$ cat config.mk
export PLATFORM = sky130hd
export DESIGN_NAME = ddr_line_ctrl_flat
export DESIGN_NICKNAME = d
export VERILOG_FILES = /design/src/rtl/ddr_line_ctrl_if.sv /design/src/rtl/ddr_line_ctrl.sv /design/src/flat_wrapper.sv
export SDC_FILE = /design/constraint.sdc
export NUM_CORES = 1
export LEC_CHECK = 0
export CAP_MARGIN = 5
export CORE_AREA = 2 2 203 205
export CTS_CLUSTER_DIAMETER = 40
export CTS_CLUSTER_SIZE = 28
export DETAILED_ROUTE_END_ITERATION = 8
export DIE_AREA = 0 0 205 207
export PLACE_DENSITY = 0.74
export SYNTH_ARGS = -nofsm -noshare
export SYNTH_HDL_FRONTEND = slang
export SYNTH_SLANG_ARGS = --single-unit
$ cat constraint.sdc
create_clock -name ui_clk -period 2.8 [get_ports ui_clk]
set_input_delay 0.84 -clock ui_clk [delete_from_list [all_inputs] [get_ports ui_clk]]
set_output_delay 0.84 -clock ui_clk [all_outputs]
set_load 0.01 [all_outputs]
$ cat src/rtl/ddr_line_ctrl_if.sv
// Requester and DDR app-side signal bundle for ddr_line_ctrl.
// slave is the controller's view, master is the requester/DDR model's view.
interface ddr_line_ctrl_if #(
    parameter int DATA_WIDTH     = 64,
    parameter int ADDR_WIDTH     = 64,
    parameter int APP_ADDR_WIDTH = 27
);
    logic [ADDR_WIDTH-1:0]     addr_mem;
    logic [DATA_WIDTH-1:0]     wdata_mem;
    logic [DATA_WIDTH/8-1:0]   wmask_mem;
    logic                      wen_mem;
    logic                      ren_mem;
    logic [DATA_WIDTH-1:0]     rdata_mem;
    logic                      valid_mem;
    logic                      err_mem;

    logic [APP_ADDR_WIDTH-1:0] app_addr;
    logic [2:0]                app_cmd;
    logic                      app_en;
    logic [127:0]              app_wdf_data;
    logic [15:0]               app_wdf_mask;
    logic                      app_wdf_wren;
    logic                      app_wdf_end;
    logic                      app_rdy;
    logic                      app_wdf_rdy;
    logic                      app_rd_data_valid;
    logic                      app_rd_data_end;
    logic [127:0]              app_rd_data;
    logic                      init_calib_complete;

    logic [2:0]                debug_state;
    logic                      debug_hit;

    modport slave (
        input  addr_mem, wdata_mem, wmask_mem, wen_mem, ren_mem,
        input  app_rdy, app_wdf_rdy, app_rd_data_valid,
        input  app_rd_data_end, app_rd_data, init_calib_complete,
        output rdata_mem, valid_mem, err_mem,
        output app_addr, app_cmd, app_en, app_wdf_data,
        output app_wdf_mask, app_wdf_wren, app_wdf_end,
        output debug_state, debug_hit
    );

    modport master (
        output addr_mem, wdata_mem, wmask_mem, wen_mem, ren_mem,
        output app_rdy, app_wdf_rdy, app_rd_data_valid,
        output app_rd_data_end, app_rd_data, init_calib_complete,
        input  rdata_mem, valid_mem, err_mem,
        input  app_addr, app_cmd, app_en, app_wdf_data,
        input  app_wdf_mask, app_wdf_wren, app_wdf_end,
        input  debug_state, debug_hit
    );
endinterface

$ cat src/rtl/ddr_line_ctrl.sv
// Narrow requester to 128-bit DDR app bridge with a one-line
// write-through read buffer and per-transaction timeout.
module ddr_line_ctrl #(
    parameter int DATA_WIDTH     = 64,
    parameter int ADDR_WIDTH     = 64,
    parameter int APP_ADDR_WIDTH = 27,
    parameter int GAP_CYCLES     = 4,
    parameter int TIMEOUT_CYCLES = 1024,
    parameter int LINE_BUF_EN    = 1
) (
    input logic             ui_clk,
    input logic             ui_clk_sync_rst_n,
    ddr_line_ctrl_if.slave  bus
);
    localparam int LANES = 128 / DATA_WIDTH;
    localparam int MB    = DATA_WIDTH / 8;
    localparam int LSB   = $clog2(MB);
    localparam int LW    = (LANES > 1) ? $clog2(LANES) : 1;
    localparam int TAGW  = APP_ADDR_WIDTH - 4;
    localparam int TW    = $clog2(TIMEOUT_CYCLES + 1);
    localparam int GW    = (GAP_CYCLES > 0) ? $clog2(GAP_CYCLES + 1) : 1;

    typedef enum logic [2:0] {
        S_IDLE    = 3'd0,
        S_CMD_WR  = 3'd1,
        S_CMD_RD  = 3'd2,
        S_WAIT_RD = 3'd3,
        S_DONE    = 3'd4,
        S_GAP     = 3'd5
    } state_t;

    state_t                    r_state;
    logic                      r_app_en;
    logic                      r_wren;
    logic                      r_wdf_end;
    logic [2:0]                r_cmd;
    logic [APP_ADDR_WIDTH-1:0] r_addr;
    logic [127:0]              r_wdata;
    logic [15:0]               r_mask;
    logic [DATA_WIDTH-1:0]     r_rdata;
    logic                      r_valid;
    logic                      r_err;
    logic                      r_hit;
    logic                      r_buf_valid;
    logic [TAGW-1:0]           r_buf_tag;
    logic [127:0]              r_buf_data;
    logic [TW-1:0]             r_to_cnt;
    logic [GW-1:0]             r_gap_cnt;

    logic [LW-1:0]             w_lane;
    logic [TAGW-1:0]           w_tag;
    logic [15:0]               w_wdf_mask;
    logic [127:0]              w_merge;
    logic [DATA_WIDTH-1:0]     w_buf_lane;
    logic [DATA_WIDTH-1:0]     w_rd_lane;
    logic                      w_hit;
    logic                      w_wait;
    logic                      w_to;
    logic                      w_unused;

    generate
        if (LANES > 1) begin : g_lane
            assign w_lane = bus.addr_mem[3:LSB];
        end else begin : g_nolane
            assign w_lane = 1'b0;
        end
    endgenerate

    assign w_tag    = bus.addr_mem[APP_ADDR_WIDTH-1:4];
    assign w_hit    = (LINE_BUF_EN != 0) && r_buf_valid &&
                      (r_buf_tag == w_tag);
    assign w_wait   = (r_state == S_CMD_WR) || (r_state == S_CMD_RD) ||
                      (r_state == S_WAIT_RD);
    assign w_to     = int'(r_to_cnt) >= TIMEOUT_CYCLES - 1;
    assign w_unused = ^{bus.addr_mem, bus.app_rd_data_end};

    always_comb begin
        w_wdf_mask = '1;
        w_merge    = r_buf_data;
        w_buf_lane = '0;
        w_rd_lane  = '0;
        for (int i = 0; i < LANES; i++) begin
            if (w_lane == LW'(i)) begin
                w_wdf_mask[i*MB +: MB] = ~bus.wmask_mem;
                w_buf_lane = r_buf_data[i*DATA_WIDTH +: DATA_WIDTH];
                w_rd_lane  = bus.app_rd_data[i*DATA_WIDTH +: DATA_WIDTH];
                for (int b = 0; b < MB; b++) begin
                    if (bus.wmask_mem[b])
                        w_merge[i*DATA_WIDTH + b*8 +: 8] =
                            bus.wdata_mem[b*8 +: 8];
                end
            end
        end
    end

    always_ff @(posedge ui_clk) begin
        if (!ui_clk_sync_rst_n) begin
            r_state     <= S_IDLE;
            r_app_en    <= 1'b0;
            r_wren      <= 1'b0;
            r_wdf_end   <= 1'b0;
            r_cmd       <= 3'd1;
            r_addr      <= '0;
            r_wdata     <= '0;
            r_mask      <= '0;
            r_rdata     <= '0;
            r_valid     <= 1'b0;
            r_err       <= 1'b0;
            r_hit       <= 1'b0;
            r_buf_valid <= 1'b0;
            r_buf_tag   <= '0;
            r_buf_data  <= '0;
            r_to_cnt    <= '0;
            r_gap_cnt   <= '0;
        end else begin
            r_hit <= 1'b0;
            if (w_wait && w_to) begin
                // abandon the DDR exchange and report an error
                r_app_en    <= 1'b0;
                r_wren      <= 1'b0;
                r_rdata     <= '0;
                r_err       <= 1'b1;
                r_valid     <= 1'b1;
                r_buf_valid <= 1'b0;
                r_state     <= S_DONE;
            end else begin
                unique case (r_state)
                    S_IDLE: begin
                        if (!bus.init_calib_complete) begin
                            r_state <= S_IDLE;
                        end else if (bus.wen_mem) begin
                            r_addr    <= {w_tag, 4'b0000};
                            r_cmd     <= 3'd0;
                            r_wdata   <= {LANES{bus.wdata_mem}};
                            r_mask    <= w_wdf_mask;
                            r_wdf_end <= 1'b1;
                            r_app_en  <= 1'b1;
                            r_wren    <= 1'b1;
                            r_to_cnt  <= '0;
                            if (w_hit)
                                r_buf_data <= w_merge;
                            r_state   <= S_CMD_WR;
                        end else if (bus.ren_mem && w_hit) begin
                            r_rdata <= w_buf_lane;
                            r_valid <= 1'b1;
                            r_hit   <= 1'b1;
                            r_state <= S_DONE;
                        end else if (bus.ren_mem &&
                                     !bus.app_rd_data_valid) begin
                            r_addr   <= {w_tag, 4'b0000};
                            r_cmd    <= 3'd1;
                            r_wren   <= 1'b0;
                            r_app_en <= 1'b1;
                            r_to_cnt <= '0;
                            r_state  <= S_CMD_RD;
                        end
                    end
                    S_CMD_WR: begin
                        r_to_cnt <= r_to_cnt + TW'(1);
                        if (r_app_en && bus.app_rdy)
                            r_app_en <= 1'b0;
                        if (r_wren && bus.app_wdf_rdy)
                            r_wren <= 1'b0;
                        if ((!r_app_en || bus.app_rdy) &&
                            (!r_wren || bus.app_wdf_rdy)) begin
                            r_valid <= 1'b1;
                            r_state <= S_DONE;
                        end
                    end
                    S_CMD_RD: begin
                        r_to_cnt <= r_to_cnt + TW'(1);
                        if (bus.app_rdy) begin
                            r_app_en <= 1'b0;
                            r_state  <= S_WAIT_RD;
                        end
                    end
                    S_WAIT_RD: begin
                        r_to_cnt <= r_to_cnt + TW'(1);
                        if (bus.app_rd_data_valid) begin
                            r_rdata <= w_rd_lane;
                            r_valid <= 1'b1;
                            if (LINE_BUF_EN != 0) begin
                                r_buf_valid <= 1'b1;
                                r_buf_tag   <= r_addr[APP_ADDR_WIDTH-1:4];
                                r_buf_data  <= bus.app_rd_data;
                            end
                            r_state <= S_DONE;
                        end
                    end
                    S_DONE: begin
                        if (!bus.wen_mem && !bus.ren_mem) begin
                            r_valid   <= 1'b0;
                            r_err     <= 1'b0;
                            r_gap_cnt <= '0;
                            r_state   <= (GAP_CYCLES == 0) ? S_IDLE : S_GAP;
                        end
                    end
                    S_GAP: begin
                        if (int'(r_gap_cnt) >= GAP_CYCLES - 1)
                            r_state <= S_IDLE;
                        else
                            r_gap_cnt <= r_gap_cnt + GW'(1);
                    end
                    default: r_state <= S_IDLE;
                endcase
            end
        end
    end

    assign bus.app_addr     = r_addr;
    assign bus.app_cmd      = r_cmd;
    assign bus.app_en       = r_app_en;
    assign bus.app_wdf_data = r_wdata;
    assign bus.app_wdf_mask = r_mask;
    assign bus.app_wdf_wren = r_wren;
    assign bus.app_wdf_end  = r_wdf_end;
    assign bus.rdata_mem    = r_rdata;
    assign bus.valid_mem    = r_valid;
    assign bus.err_mem      = r_err;
    assign bus.debug_state  = r_state;
    assign bus.debug_hit    = r_hit;
endmodule
$ cat src/flat_wrapper.sv
// flat-port wrapper written by rule: the top's interface ports become plain ports
module ddr_line_ctrl_flat 
#(
    parameter int DATA_WIDTH     = 64,
    parameter int ADDR_WIDTH     = 64,
    parameter int APP_ADDR_WIDTH = 27,
    parameter int GAP_CYCLES     = 4,
    parameter int TIMEOUT_CYCLES = 1024,
    parameter int LINE_BUF_EN    = 1
)
  (ui_clk, ui_clk_sync_rst_n, bus_addr_mem, bus_wdata_mem, bus_wmask_mem, bus_wen_mem, bus_ren_mem, bus_app_rdy, bus_app_wdf_rdy, bus_app_rd_data_valid, bus_app_rd_data_end, bus_app_rd_data, bus_init_calib_complete, bus_rdata_mem, bus_valid_mem, bus_err_mem, bus_app_addr, bus_app_cmd, bus_app_en, bus_app_wdf_data, bus_app_wdf_mask, bus_app_wdf_wren, bus_app_wdf_end, bus_debug_state, bus_debug_hit);
  ddr_line_ctrl_if #(.DATA_WIDTH(DATA_WIDTH), .ADDR_WIDTH(ADDR_WIDTH), .APP_ADDR_WIDTH(APP_ADDR_WIDTH)) bus_i ();
  input logic ui_clk;
  input logic ui_clk_sync_rst_n;
  input wire logic [$bits(bus_i.addr_mem)-1:0] bus_addr_mem;
  input wire logic [$bits(bus_i.wdata_mem)-1:0] bus_wdata_mem;
  input wire logic [$bits(bus_i.wmask_mem)-1:0] bus_wmask_mem;
  input wire logic [$bits(bus_i.wen_mem)-1:0] bus_wen_mem;
  input wire logic [$bits(bus_i.ren_mem)-1:0] bus_ren_mem;
  input wire logic [$bits(bus_i.app_rdy)-1:0] bus_app_rdy;
  input wire logic [$bits(bus_i.app_wdf_rdy)-1:0] bus_app_wdf_rdy;
  input wire logic [$bits(bus_i.app_rd_data_valid)-1:0] bus_app_rd_data_valid;
  input wire logic [$bits(bus_i.app_rd_data_end)-1:0] bus_app_rd_data_end;
  input wire logic [$bits(bus_i.app_rd_data)-1:0] bus_app_rd_data;
  input wire logic [$bits(bus_i.init_calib_complete)-1:0] bus_init_calib_complete;
  output wire logic [$bits(bus_i.rdata_mem)-1:0] bus_rdata_mem;
  output wire logic [$bits(bus_i.valid_mem)-1:0] bus_valid_mem;
  output wire logic [$bits(bus_i.err_mem)-1:0] bus_err_mem;
  output wire logic [$bits(bus_i.app_addr)-1:0] bus_app_addr;
  output wire logic [$bits(bus_i.app_cmd)-1:0] bus_app_cmd;
  output wire logic [$bits(bus_i.app_en)-1:0] bus_app_en;
  output wire logic [$bits(bus_i.app_wdf_data)-1:0] bus_app_wdf_data;
  output wire logic [$bits(bus_i.app_wdf_mask)-1:0] bus_app_wdf_mask;
  output wire logic [$bits(bus_i.app_wdf_wren)-1:0] bus_app_wdf_wren;
  output wire logic [$bits(bus_i.app_wdf_end)-1:0] bus_app_wdf_end;
  output wire logic [$bits(bus_i.debug_state)-1:0] bus_debug_state;
  output wire logic [$bits(bus_i.debug_hit)-1:0] bus_debug_hit;
  assign bus_i.addr_mem = bus_addr_mem;
  assign bus_i.wdata_mem = bus_wdata_mem;
  assign bus_i.wmask_mem = bus_wmask_mem;
  assign bus_i.wen_mem = bus_wen_mem;
  assign bus_i.ren_mem = bus_ren_mem;
  assign bus_i.app_rdy = bus_app_rdy;
  assign bus_i.app_wdf_rdy = bus_app_wdf_rdy;
  assign bus_i.app_rd_data_valid = bus_app_rd_data_valid;
  assign bus_i.app_rd_data_end = bus_app_rd_data_end;
  assign bus_i.app_rd_data = bus_app_rd_data;
  assign bus_i.init_calib_complete = bus_init_calib_complete;
  assign bus_rdata_mem = bus_i.rdata_mem;
  assign bus_valid_mem = bus_i.valid_mem;
  assign bus_err_mem = bus_i.err_mem;
  assign bus_app_addr = bus_i.app_addr;
  assign bus_app_cmd = bus_i.app_cmd;
  assign bus_app_en = bus_i.app_en;
  assign bus_app_wdf_data = bus_i.app_wdf_data;
  assign bus_app_wdf_mask = bus_i.app_wdf_mask;
  assign bus_app_wdf_wren = bus_i.app_wdf_wren;
  assign bus_app_wdf_end = bus_i.app_wdf_end;
  assign bus_debug_state = bus_i.debug_state;
  assign bus_debug_hit = bus_i.debug_hit;
  ddr_line_ctrl #(.DATA_WIDTH(DATA_WIDTH), .ADDR_WIDTH(ADDR_WIDTH), .APP_ADDR_WIDTH(APP_ADDR_WIDTH), .GAP_CYCLES(GAP_CYCLES), .TIMEOUT_CYCLES(TIMEOUT_CYCLES), .LINE_BUF_EN(LINE_BUF_EN)) u_core (.ui_clk(ui_clk), .ui_clk_sync_rst_n(ui_clk_sync_rst_n), .bus(bus_i));
endmodule
==> run summary <==
============================================================================================
Number of fill cells in the layout                                                      3490
Post-CTS Setup Bufs                                                                        0
Peak clock frequency supported by timing                                           0.377 GHz
Buffer depth of the longest clock path                                                     3
Critical path data arrival time                                                      3.18 ns
Data required time at the worst endpoint                                             3.33 ns
Post-synthesis instance total                                                           1888
Sequential share of power                                                              0.354
Final max-slew violation count                                                             0
Die area                                                                           42400 µm²
Vias post-DR                                                                           16200
Largest area contributor in the netlist                                         sky130_fd_sc_hd__dfxtp_1
Final net count                                                                         2555
Kind of critical path                                                              in -> reg
# port buffers                                                                           472
Synthesized-area fraction occupied by adder cells                                    0.00221
Met3 usage in global routing                                                          0.0736
Clock tree skew after final layout                                                 0.0273 ns
Post-synthesis compound-gate area fraction                                             0.258
Synth warnings                                                                             0
# setup viols final                                                                        0
Latest clock arrival within the worst-skew pair                                      0.59 ns
Area occupied by multi-input gates                                                  8810 µm²
Met2 demand-to-capacity share in global routing                                        0.453
H-tree depth reported by CTS                                                               2
Gate family responsible for the most delay along the worst path                 simple AND/OR/NAND/NOR gates
Switching Fraction                                                                     0.284
Leading cell types by total area after synthesis                                sky130_fd_sc_hd__dfxtp_1 (40%), sky130_fd_sc_hd__mux4_2 (8.5%), sky130_fd_sc_hd__o211a_1 (7.2%)
Global-route wire length before repair                                              90100 µm
Crit end category                                                                  flip-flop
Combinational power share                                                              0.213
Overflow left after global routing                                                         0
Type of the most critical hold path                                               reg -> reg
# rows                                                                                    74
Standard cell area after detailed placement                                        22300 µm²
Netlist area before placement                                                      17000 µm²
DRC marker count from the first detailed-route iteration                                 915
Post-DP HPWL                                                                        40900 µm
DIE HEIGHT                                                                            207 µm
Static leakage                                                                     0.0101 µW
Setup_tns                                                                               0 ns
Critical path buffer and inverter count                                                    2
Post-synthesis xor/xnor area fraction                                                 0.0119
Ports placed on the boundary                                                             520
Total area of sequential cells                                                      6870 µm²
Delay contributed by the slowest stage of the critical path                          0.44 ns
Number of enable flip-flop cells after synthesis                                           0
Crit-path slowest cell                                                          sky130_fd_sc_hd__clkdlybuf4s50_1
Fraction of post-synthesis cell area in the top cell type by area                      0.404
Number of failing hold endpoints at the final stage                                        0
Fraction of the yosys area taken by sequential cells                                   0.404
Pin count of the biggest net entering global routing                                     123
Crit start category                                                             primary input
Total iterations of the first detailed-routing run                                         5
Critical Path, Cell by Cell                                                     clkdlybuf4s50_1 > xnor2_1 > nand4_1 > nor4_4 > buf_12 > and4_1 > or2_1 > o211a_1
Root buffer selected by CTS                                                     sky130_fd_sc_hd__clkbuf_16
Setup slack, reg-to-reg                                                              0.50 ns
Post-route ant nets                                                                        0
Crit path time final                                                                 2.65 ns
CTS resizes                                                                                0
Global route hottest layer                                                              met2
GR Layer Usage met1                                                                    0.314
Worst slew pin tran                                                                 0.935 ns
Clock Sinks                                                                              343
Number of register bits inferred by synthesis                                            343
MaxCap Viol Count                                                                          0
Average routed wire per standard cell                                                20.4 µm
Basic-gate share of the synthesized area counting and, or, nand and nor cells          0.141
Clock transition at the registers of the reported paths                              0.06 ns
Initial antenna violation count                                                            2
Routed wire length                                                                  58200 µm
Initial core utilization                                                               0.421
Status                                                                          finished, final reports clean
Switching power total                                                                4440 µW
Post-route design area                                                             24100 µm²
Routability congestion estimate                                                        0.872
Ys async rst share                                                                         0
Period utilisation layout                                                              0.948
Maximum vdd drop                                                                    0.453 mV
Netlist cell types                                                                        59
Synthesis-to-layout area growth                                                        41.8%
CTS tree                                                                                done
Proportion of power drawn by the clock network                                         0.432
Global-route total usage across every layer                                            0.266
Core Region                                                                        40400 µm²
Cell-internal power                                                                 11200 µW
Most common flop cell mapped by yosys                                           sky130_fd_sc_hd__dfxtp_1
Setup repair after global routing missed its margin                                    false
TritonCTS buffer count                                                                    51
Slew HR                                                                                0.377
Combinational family with the most area after synthesis                         compound AO/OA/AOI/OAI gates
Ratio of routed vias to standard cells                                                  5.68
Multiplexer share of the synthesized area                                              0.101
Synthesized area divided by synthesized cell count                                  9.00 µm²
Layout cells sized above 1                                                             0.134
Maximum net fanout on the critical path                                                   19
# hold bufs at CTS                                                                         0
Vias in the first global route                                                         16400
Remaining routing DRC violations                                                           0
Number of instances on the worst hold path                                                 2
Power Dens Cells                                                                  650 nW/µm²
Fraction of the core area covered by cells at the end of the flow                      0.597
Floorplan die width                                                                   205 µm
Count of cell instances traversed by the critical path                                     8
Reg2Reg Depth                                                                              7
============================================================================================
==> state kept, by name, indices dropped and copies added (netlist names), 3 cells and up <==
signal / flops
u_core.bus.app_addr: 23
u_core.bus.app_wdf_data: 64
u_core.bus.app_wdf_mask: 16
u_core.bus.debug_state: 3
u_core.bus.rdata_mem: 64
u_core.r_buf_data: 128
u_core.r_buf_tag: 23
u_core.r_gap_cnt: 3
u_core.r_to_cnt: 11
==> cells in the mapped netlist (all sizes together) (3+ instances only) <==
| master | count |
|---|---|
| xnor2 | 19 |
| mux4 | 64 |
| and2 | 6 |
| o211a | 122 |
| nor3 | 7 |
| and4 | 17 |
| inv | 7 |
| o21ai | 206 |
| ha | 3 |
| nor2 | 17 |
| or2 | 16 |
| clkbuf | 112 |
| nor4 | 3 |
| nand4 | 9 |
| a21boi | 91 |
| nand3 | 75 |
| dfxtp | 343 |
| o31ai | 9 |
| or4 | 7 |
| nor2b | 67 |
| mux2i | 26 |
| xor2 | 4 |
| a21oi | 225 |
| o221a | 7 |
| nand2 | 252 |
| and3 | 3 |
| or3 | 4 |
| o21a | 4 |
| buf | 142 |
==> cells in the final DEF, fill, tap and decap left out, drive strengths merged, types with 2 or more instances in the layout <==
cell	count
clkdlybuf4s50	470
dfxtp	343
nand2	252
a21oi	225
o21ai	206
o211a	122
buf	116
a21boi	91
nand3	75
nor2b	67
mux4	64
clkbuf	63
mux2i	26
xnor2	19
inv	19
and4	17
nor2	17
or2	16
clkinv	11
nand4	9
o31ai	9
or4	7
o221a	7
nor3	7
conb	6
bufinv	6
and2	6
clkinvlp	5
xor2	4
or3	4
o21a	4
ha	3
and3	3
nor4	3
o221ai	2
nand2b	2
a31o	2
mux2	2
o31a	2
==> final timing paths <==
kind,start,endpoint
worst max-delay path,bus_addr_mem[23],u_core.r_buf_data[78]$_SDFFE_PN0P_
worst max register to register,u_core.r_to_cnt[4]$_SDFFE_PN0P_,u_core.r_buf_data[96]$_SDFFE_PN0P_
worst min register to register,u_core.r_to_cnt[9]$_SDFFE_PN0P_,u_core.r_to_cnt[9]$_SDFFE_PN0P_
worst min-delay path,u_core.r_to_cnt[9]$_SDFFE_PN0P_,u_core.r_to_cnt[9]$_SDFFE_PN0P_
==> worst reg2reg max path: cells and delay by family, from the launching register on <==
| family | cells | cell delay (ns) |
|---|---|---|
| buffers and inverters | 2 | 0.37 |
| AND/OR/NAND/NOR | 3 | 0.59 |
| flip-flops | 1 | 0.42 |
| AO/OA/AOI/OAI | 2 | 0.79 |
==> metal layers <==
layer | routed length (µm) | up-vias
li1 | - | 7532
met1 | 22700 | 7849
met2 | 28300 | 696
met3 | 4880 | 148
met4 | 2280 | 2
met5 | 14 | -
==> cell families after synthesis <==
family,count (synthesis)
DFF,343
AOI/OAI and AO/OA,676
adders and majority gates,3
other,1
muxes,92
and+or+nand+nor,489
buffers and inverters,261
xor gates and xnor gates,23
==> layout make-up <==
cell class / count / area share
Multi-Input combinational cell: 1289 / 0.366
Sequential cell: 343 / 0.285
Timing Repair Buffer: 587 / 0.244
Clock buffer: 62 / 0.0589
Tap cell: 532 / 0.0276
Clock inverter: 34 / 0.0172
Inverter: 7 / 0.00109
Antenna cell: 1 / 0.000104
==> through the flow <==
stage / instances / setup WS (ns) / hold slack [ns] / power (µW)
after global placement: 2758 / -0.370 / 0.436 / 8870
after CTS: 2854 / 0.0204 / 0.448 / 15800
final: 2855 / 0.146 / 0.444 / 15600
after global routing: 2855 / 0.0612 / 0.470 / 16200
after detailed placement: 2758 / -0.418 / 0.441 / 8950
after floorplan: 1893 / 0.265 / 0.426 / 7380
==> power groups by stage <==
stage                     clock (µW)  sequential [µW]  combinational [µW]
after floorplan                    0             5680                1700
after global placement             0             5620                3260
after detailed placement           0             5630                3320
after CTS                       6880             5540                3340
after global routing            7080             5590                3580
final                           6770             5550                3340
(Power assumes the default switching activity.)
